<file path="src/rtl/mem_seq.sv">
// rtl/mem_seq.sv - multi-cycle bus sequencer for fetch, load/store and interrupt entry
module mem_seq #(
  parameter int unsigned WAIT_MAX = 15
) (
  input  logic       Clock,
  input  logic       nReset,
  input  logic       MemAck,
  input  logic       MemReq,
  input  logic       MemWrite,
  input  logic       ExecDone,
  input  logic       IntReq,
  input  logic       IntEnable,
  output logic       PcEn,
  output logic       PcWe,
  output logic       PcSelInt,
  output logic       IrWe,
  output logic       MemEn,
  output logic       LrWe,
  output logic       nOE,
  output logic       nWE,
  output logic       ExecGo,
  output logic       MemDone,
  output logic       IntTaken,
  output logic       Fault,
  output logic [2:0] Phase
);

  localparam int unsigned WW = $clog2(WAIT_MAX + 1);
  localparam logic [WW-1:0] WAIT_LAST = WW'(WAIT_MAX - 1);
  localparam logic [WW-1:0] WAIT_SAT  = {WW{1'b1}};

  typedef enum logic [2:0] {
    ST_RST   = 3'd0,
    ST_FETCH = 3'd1,
    ST_EXEC  = 3'd2,
    ST_MEM   = 3'd3,
    ST_INT   = 3'd4,
    ST_FAULT = 3'd7
  } state_e;

  state_e        state_q, state_d;
  logic [WW-1:0] wait_q, wait_d;
  logic          wr_q, wr_d;
  logic          exec_go_q, exec_go_d;

  always_comb begin
    state_d   = state_q;
    wr_d      = wr_q;
    exec_go_d = 1'b0;
    wait_d    = (wait_q == WAIT_SAT) ? wait_q : wait_q + 1'b1;
    unique case (state_q)
      ST_RST:   state_d = ST_FETCH;
      ST_FETCH: begin
        if (MemAck) begin
          state_d   = ST_EXEC;
          exec_go_d = 1'b1;
        end else if (wait_q == WAIT_LAST) begin
          state_d = ST_FAULT;
        end
      end
      ST_EXEC: begin
        // A simultaneous ExecDone is dropped; the decoder reasserts it after MEM.
        if (MemReq) begin
          state_d = ST_MEM;
          wr_d    = MemWrite;
        end else if (ExecDone) begin
          state_d = (IntReq && IntEnable) ? ST_INT : ST_FETCH;
        end
      end
      ST_MEM: begin
        if (MemAck) begin
          state_d = ST_EXEC;
        end else if (wait_q == WAIT_LAST) begin
          state_d = ST_FAULT;
        end
      end
      ST_INT:   state_d = ST_FETCH;
      ST_FAULT: state_d = ST_FAULT;
      default:  state_d = ST_FAULT;
    endcase
    if (state_d != state_q) begin
      wait_d = '0;
    end
  end

  always_ff @(posedge Clock or negedge nReset) begin
    if (!nReset) begin
      state_q   <= ST_RST;
      wait_q    <= '0;
      wr_q      <= 1'b0;
      exec_go_q <= 1'b0;
    end else begin
      state_q   <= state_d;
      wait_q    <= wait_d;
      wr_q      <= wr_d;
      exec_go_q <= exec_go_d;
    end
  end

  // Strobes decode from state; only the capture strobes are qualified by MemAck.
  always_comb begin
    PcEn     = 1'b0;
    PcWe     = 1'b0;
    PcSelInt = 1'b0;
    IrWe     = 1'b0;
    MemEn    = 1'b0;
    LrWe     = 1'b0;
    nOE      = 1'b1;
    nWE      = 1'b1;
    MemDone  = 1'b0;
    IntTaken = 1'b0;
    unique case (state_q)
      ST_FETCH: begin
        PcEn  = 1'b1;
        nOE   = 1'b0;
        IrWe  = MemAck;
        MemEn = MemAck;
        PcWe  = MemAck;
      end
      ST_MEM: begin
        nOE     = wr_q;
        nWE     = !wr_q;
        MemDone = MemAck;
        MemEn   = MemAck && !wr_q;
      end
      ST_INT: begin
        LrWe     = 1'b1;
        PcWe     = 1'b1;
        PcSelInt = 1'b1;
        IntTaken = 1'b1;
      end
      default: ;
    endcase
  end

  assign ExecGo = exec_go_q && (state_q == ST_EXEC);
  assign Fault  = (state_q == ST_FAULT);
  assign Phase  = state_q;

endmodule
</file>
<file path="config.mk">
export PLATFORM = sky130hd
export DESIGN_NAME = mem_seq
export DESIGN_NICKNAME = d
export VERILOG_FILES = /design/src/rtl/mem_seq.sv
export SDC_FILE = /design/constraint.sdc
export NUM_CORES = 1
export LEC_CHECK = 0
export BUFFER_PORTS_ARGS = -buffer_cell sky130_fd_sc_hd__buf_2
export CAP_MARGIN = 20
export CORE_MARGIN = 3
export CORE_UTILIZATION = 48
export CTS_CLUSTER_DIAMETER = 200
export CTS_CLUSTER_SIZE = 20
export DETAILED_ROUTE_END_ITERATION = 8
export MAX_ROUTING_LAYER = met4
export PLACE_DENSITY_LB_ADDON = 0.25
export SYNTH_ARGS = -nofsm -noshare
export SYNTH_HDL_FRONTEND = slang
export SYNTH_SLANG_ARGS = --single-unit
export TNS_END_PERCENT = 30
</file>
<file path="constraint.sdc">
create_clock -name Clock -period 1.9 [get_ports Clock]
set_input_delay 0.38 -clock Clock [delete_from_list [all_inputs] [get_ports Clock]]
set_output_delay 0.38 -clock Clock [all_outputs]
set_load 0.1 [all_outputs]
</file>
* Word level (Yosys, flattened, before mapping)
Cells that the tools add are included.
** Storage, ports and cells
- Bits in registers :: 9
- Bits in latches :: 0
- Memory bits (writable) :: 0
- ROM bits :: 0
- Bits of input ports :: 8
- Output and inout bits :: 15
- Word-level logic and storage cells :: 40
- Memories kept :: 0
** Cells by class
- Add/sub/neg operators :: 1
- Multipliers :: 0
- Divide/modulo/power cells :: 0
- Order comparisons :: 0
- Eq/ne operators :: 9
- Shifts and indexed selects :: 0
- Multiplexer cells :: 18
- Bitwise operators :: 0
- Reductions and logical operators :: 8
** Operator list (count)
- 3-bit two-way mux :: 5
- 3-bit case mux with 3 select lines :: 1
- 4-bit equality test, second input constant :: 2
- 4-bit two-way mux :: 2
- 1-bit two-way mux :: 7
- 3-bit by 2-bit equality test with 1-bit output, second input constant :: 2
- 3-bit equality test, second input constant :: 2
- 1-bit case mux with 2 select lines :: 3
- 4-bit by 1-bit adder with 4-bit output, second input constant :: 1
- 2-bit OR reduction :: 2
- 3-bit by 1-bit equality test with 1-bit output, second input constant :: 1
- 1-bit logical AND :: 3
- 3-bit logical NOT :: 1
- 3-bit != test :: 1
- 2-bit by 1-bit != test with 1-bit output, second input constant :: 1
- 2-bit AND reduction :: 1
- 1-bit logical NOT :: 1

* Logic depth before layout (Yosys ltp)
Gate-level depths: netlist of run 1.
- Depth after elaboration :: 7
- Mapped depth :: 6
- Mapped depth without buffers :: 6

* Worst setup path after synthesis of run 1
OpenSTA, ideal clock, no wires.
- Path type :: flip-flop to output port
- From :: register state_q[0] (netlist: Phase[0])
- To :: output port MemEn
- Data arrival time :: 3.602 ns
- Data required time :: 1.520 ns
- Path slack :: -2.082 ns
- Cell stages (with the launch flop) :: 4
- Buffers on the path :: 1
- Path through :: dfrtp_1 buf_2 inv_1 a211oi_1
** Between the ends
- Word-level cells in the longest chain between the ends :: 2
- Elaborated cells on any way between the ends :: 3
- Those cells by class :: 2 x eq/ne; 1 x mux
** RTL lines
- start: declaration :: RTL line 41 : state_e state_q, state_d;
- start signal: assignment :: RTL line 93 : state_q <= state_d;
- 3-bit by 2-bit equality test with 1-bit output or 3-bit by 1-bit equality test with 1-bit output (tied branches) :: RTL line 112 : unique case (state_q)
- 1-bit case mux with 2 select lines (*) :: RTL line 112
- end: declaration :: RTL line 17 : output logic MemEn,
Every way passes the cells marked *; elsewhere a longest branch is shown, timed or not.

* Worst setup path in the final report of run 1
- From :: register state_q[2] (netlist: Phase[2])
- To :: output port PcWe
** Between the ends
- Word-level cells in the longest chain between the ends :: 2
- Elaborated cells on any way between the ends :: 3
- Those cells by class :: 2 x eq/ne; 1 x mux
** RTL lines
- 3-bit equality test or 3-bit by 1-bit equality test with 1-bit output (tied branches) :: RTL line 112
- 1-bit case mux with 2 select lines (*) :: RTL line 112
- end: declaration :: RTL line 14 : output logic PcWe,
Marked as above.

==> reports/qor.txt, run 1 <==
Max stage delay on crit path - 0.52 ns
htree depth - 1
most frequent cells after synthesis - nor2_1 (10), dfrtp_1 (9), o21ai_0 (5)
RSZ-0062 raised after global routing - yes
Place WS - 0.146 ns
post-synthesis adder-cell area fraction - 0.0373
reg2reg start - Phase[1]$_DFF_PN0_
Setup Viol. Count Final - 1
routed vias - 795
CP Max Fanout - 6
failing checks - negative setup slack
syn avg cell area - 9.31 sq um
hpwl dp - 1180 um
sequential share of the synthesized area - 0.336
first-pass GRT wire length - 3290 um
largest cells by area after synthesis - dfrtp_1 (34%), nor2_1 (5.6%), a211oi_2 (3.7%)
Clock Path Buffers - 2
minimum clock period after layout - 1.90 ns
GP Congestion - 0.876
Antenna Cells - 0
Final Cycle Share - 1.00
die area - 1880 sq um
largest net degree at the start of global routing - 15
Hold Path Sink - wr_q$_DFFE_PN0P_
Cells on Worst Hold Path - 2
worst clock skew - 0.000986 ns
post-synthesis xor/xnor area fraction - 0.0131
Area Growth Syn to Fin - 64.7%
CTS clk-pin slew, worst paths - 0.06 ns
Max Cap Viol - 0
outcome - finished, violations left
Synth Warn # - 0
Clock Latency Late Sink - 0.27 ns
WL final - 2500 um
routed length per instance - 20.9 um
DR pass1 iterations - 5
die width - 43.4 um
crit-path cells - and2b_1 -> and2_4 -> or2_4 -> buf_12
maximum clock frequency - 0.526 GHz
Worst Path Required - 1.52 ns
Initial Utilization - 0.558
fill count - 53
Slowest cell on crit path - dfrtp_4
CTS Buf Count - 3
CP Launch Type - flop
#FFs+latches synth - 9
Mapped Cells - 72
top-area cell type share of the netlist area - 0.336
Final Hold Fails - 0
Netlist cell types - 33
Top Family by Delay on Critical Path - simple AND/OR/NAND/NOR gates
Synth async-reset ratio - 1.00
Root Buffer - clkbuf_4
HP Class - in -> reg
CP Data Arrival Time - 1.52 ns
worst slew pin tran - 0.498 ns
multi-input logic area - 454 sq um
crit end category - output pin
Buf/Inv on CP - 1
clk sinks - 9
largest family of logic cells by synthesized area - simple AND/OR/NAND/NOR gates
vias in the first global route - 701
post-synthesis mux area share - 0.0168
Starting DRT DRC Count - 55
Post-synth EDFFs - 0
top-count cell post-synth - nor2_1
reg2reg end - wait_q[3]$_DFFE_PN0P_
initial antenna violation count - 0
syn nets - 82
FF/Latch Area - 236 sq um
post-synthesis compound-gate area fraction - 0.194
GRT overflow - 0
min-delay src - MemWrite
Cell Area, Synth - 671 sq um
Die H - 43.4 um
layout cell share with drive strength beyond 1 - 0.557
Routed Antenna Nets - 0
simple-gate portion of the synthesized area - 0.328
Slew Viols, Final - 0
GR Util All Layers - 0.242
ys flop type - dfrtp_1
io pins - 23
FF-to-FF setup slack - 0.02 ns
CORE AREA - 1200 sq um
row count - 12
number of port buffers - 22
DRC viols - 0
most area-hungry cell type in the Yosys netlist - dfrtp_1
Worst Slack Setup Final - -0.00249 ns
CTS tree - done
max_slew headroom - 0.670
nets - 117
DR vias/cell - 6.63
path type of the worst setup path - reg -> out
r2r worst-path depth - 6
==> worst max path at each step <==
stage,startpoint,to,slack (ns),cells after the start
final,Phase[2]$_DFF_PN0_,PcWe,-0.002,4
after global routing,Phase[2]$_DFF_PN0_,MemEn,-0.08,3
after CTS,Phase[0]$_DFF_PN0_,ExecGo,0.006,3
after detailed placement,Phase[2]$_DFF_PN0_,PcWe,0.15,4
after global placement,Phase[2]$_DFF_PN0_,PcWe,0.18,4
after floorplan,Phase[2]$_DFF_PN0_,PcWe,-0.29,3
==> layer usage <==
| metal | up-vias | track usage | routed length, um | share of wire |
|---|---|---|---|---|
| met4 | 0 | 0.0422 | 198 | 0.079 |
| met1 | 359 | 0.260 | 810 | 0.32 |
| met3 | 29 | 0.0913 | 288 | 0.12 |
| met5 | - | - | 0 | 0 |
| met2 | 84 | 0.428 | 1210 | 0.48 |
| li1 | 323 | - | - | - |
==> sequential cells by signal, summed over array words and instances (netlist names) <==
register and cells:
Phase 3, exec_go_q 1, wait_q 4, wr_q 1
==> cell usage in the layout (no fill, tap or decap), types with 3 or more instances in the layout <==
cell	Yosys	routed
buf_12	0	10
buf_2	1	11
buf_4	2	13
clkbuf_4	0	3
dfrtp_1	9	6
dfrtp_4	0	3
nand2_1	3	3
nor2_1	10	7
nor2b_1	3	3
o21ai_0	5	5
==> area by class of cell <==
cell class / instances / area share
multi-input cells: 56 / 0.411
repair buffers: 35 / 0.328
flip-flops and latches: 9 / 0.214
clock buffers: 4 / 0.0238
well taps: 14 / 0.0159
inverters: 2 / 0.00680
==> worst reg2reg max path, cell delays in order, from the launching register on <==
cell      delay, ns
dfrtp_4        0.50
buf_4          0.15
nor3b_4        0.15
buf_4          0.15
a21boi_0       0.36
o221ai_2       0.23
nor3_1         0.24
==> stage by stage <==
| step | hold WS [ns] | area (sq um) | utilization | instances | TNS, ns |
|---|---|---|---|---|---|
| global route | 0.357 | 1100 | 0.920 | 120 | -0.138 |
| CTS | 0.351 | 1070 | 0.888 | 117 | 0 |
| global placement | 0.233 | 977 | 0.814 | 105 | 0 |
| finish | 0.360 | 1100 | 0.920 | 120 | -0.00249 |
| floorplan | 0.0844 | 733 | - | 72 | -1.93 |
| detailed placement | 0.237 | 977 | 0.814 | 105 | 0 |
==> logic make-up after synthesis <==
group / count (synthesis)
buffers and inverters: 7
muxes: 1
and+or+nand+nor: 36
DFF: 9
AOI/OAI and AO/OA: 16
adders and majority gates: 2
xor gates and xnor gates: 1
==> what timing repair did <==
item                       in CTS  in global routing
gates resized for setup         0                  5
setup endpoints to repair       1                  5
hold endpoints to repair        9                  0
buffers inserted                7                  3
pin swaps                       1                  1
hold buffers                    1                  0
Power of run 1 is not shown: default switching activity piles up to over one toggle a cycle in this logic, so the estimate is an artifact.
==> run 2: changes to the inputs <==
Settings changed: CELL_PAD_IN_SITES_DETAIL_PLACEMENT set to 2, CELL_PAD_IN_SITES_GLOBAL_PLACEMENT set to 2, CORE_UTILIZATION 48 to 28.
==> reports/qor.txt, run 2 (synthesis gave the netlist of run 1 again) <==
die width - 54.9 um (+27%)
routed vias - 700 (-12%)
Max stage delay on crit path - 0.52 ns (about the same)
CORE AREA - 2230 sq um (+86%)
die area - 3020 sq um (+60%)
first-pass GRT wire length - 3550 um (+7.7%)
largest net degree at the start of global routing - 15 (unchanged)
vias in the first global route - 724 (+3.3%)
failing checks - negative setup slack
routed length per instance - 19.9 um (-4.5%)
HP Class - in -> reg
Starting DRT DRC Count - 3 (-95%)
largest register by flop count - wait_q
Root Buffer - clkbuf_4
Final Hold Fails - 0 (unchanged)
most common cell after layout, fill and taps aside - buf_4
post-placement cell count - 119 (+13%)
RSZ-0062 raised after global routing - yes
outcome - finished, violations left
Slowest cell on crit path - dfrtp_4
Initial Utilization - 0.300 (-0.258)
io pins - 23 (unchanged)
Finished Layout Cells - 139 (+16%)
Max Cap Viol - 0 (unchanged)
most frequent cells in the layout - buf_4 (15), buf_2 (10), buf_12 (10)
worst clock skew - 0.00110 ns (+0.000115 ns)
GRT overflow - 0 (unchanged)
Antenna Cells - 0 (unchanged)
Util after Layout - 0.524 (-0.396)
GR Util All Layers - 0.178 (-0.0642)
CP Data Arrival Time - 1.55 ns (+0.03 ns)
Place WS - 0.150 ns (+0.00427 ns)
met3 GRT Util - 0.0322 (-0.0591)
crit-path cells - and2b_1 -> and2_4 -> or2_4 -> buf_12
Clock Path Buffers - 2 (unchanged)
met2 Resource Use GR - 0.329 (-0.0990)
met1 Track Usage GR - 0.194 (-0.0652)
Worst Path Required - 1.52 ns (about the same)
Worst Slack Setup Final - -0.0276 ns (-0.0251 ns)
CTS clk-pin slew, worst paths - 0.07 ns (about the same)
fill count - 240 (+350%)
Area Growth Syn to Fin - 74.4%
Die H - 54.9 um (+27%)
Setup Viol. Count Final - 2 (+1)
Clock Latency Late Sink - 0.27 ns (about the same)
maximum clock frequency - 0.519 GHz (-1.3%)
DR vias/cell - 5.04 (-24%)
max_slew headroom - 0.678 (+0.00833)
WL final - 2770 um (+11%)
CTS Buf Count - 3 (unchanged)
worst slew pin tran - 0.486 ns (-0.0126 ns)
GP Congestion - 0.779 (-11%)
path type of the worst setup path - reg -> out
Slew Viols, Final - 0 (unchanged)
row count - 17 (+5)
number of port buffers - 22 (unchanged)
Final Cycle Share - 1.01 (+0.0132)
minimum clock period after layout - 1.93 ns (+0.0251 ns)
clk sinks - 9 (unchanged)
DR pass1 iterations - 4 (-1)
GR peak layer - met2
CTS tree - done
htree depth - 1 (unchanged)
CP Launch Type - flop
FF-to-FF setup slack - 0.20 ns (+0.18 ns)
Routed Antenna Nets - 0 (unchanged)
layout cell share with drive strength beyond 1 - 0.577 (+0.0200)
crit end category - output pin
initial antenna violation count - 0 (unchanged)
CP Max Fanout - 7 (+1)
nets - 122 (+4.3%)
max reg flops - 4 (unchanged)
hpwl dp - 1620 um (+37%)
DRC viols - 0 (unchanged)
-- run 2: final cells by class --
type                    count  area (sq um)  area share
multi-input cells          56           454       0.388
repair buffers             40           410       0.351
flip-flops and latches      9           236       0.202
well taps                  28          35.0      0.0299
clock buffers               4          26.3      0.0225
inverters                   2          7.51     0.00642
-- run 2: final timing paths --
path                                       startpoint  cells after the start                    end
worst max-delay path               Phase[2]$_DFF_PN0_                      4                   PcWe
worst min-delay path                         MemWrite                      2       wr_q$_DFFE_PN0P_
worst max register to register     Phase[2]$_DFF_PN0_                      6  wait_q[3]$_DFFE_PN0P_
worst min register to register  wait_q[3]$_DFFE_PN0P_                      2  wait_q[2]$_DFFE_PN0P_
max in group asynchronous                      nReset                      2     Phase[2]$_DFF_PN0_
min in group asynchronous                      nReset                      2  wait_q[1]$_DFFE_PN0P_
-- run 2: worst max-delay path, delay by kind of cell, from the launching register on --
family / cells / cell delay [ns]
flip-flops: 1 / 0.52
AND/OR/NAND/NOR: 3 / 0.59
buffers and inverters: 1 / 0.16
-- run 2: layer usage --
metal	wire length, um	up-vias
met5	0	-
met4	45	0
met3	117	4
met2	1550	18
met1	1060	348
li1	-	330
-- run 2: repair_timing --
action | CTS | global route
setup buffers | 6 | 9
hold buffers | 1 | 0
setup endpoints to repair | 4 | 6
gates resized for setup | 3 | 4
pin swaps | 2 | 3
endpoints found under the hold margin | 9 | 0
-- run 2: per-stage QoR --
stage / area (sq um) / hold WS (ns) / setup TNS (ns)
2_1_floorplan: 733 / 0.0844 / -1.93
3_3_place_gp: 995 / 0.261 / 0
3_5_place_dp: 995 / 0.254 / 0
4_1_cts: 1090 / 0.365 / -0.0290
5_1_grt: 1170 / 0.353 / -0.181
6_report: 1170 / 0.367 / -0.0338
Power of run 2 is left out for the same reason.
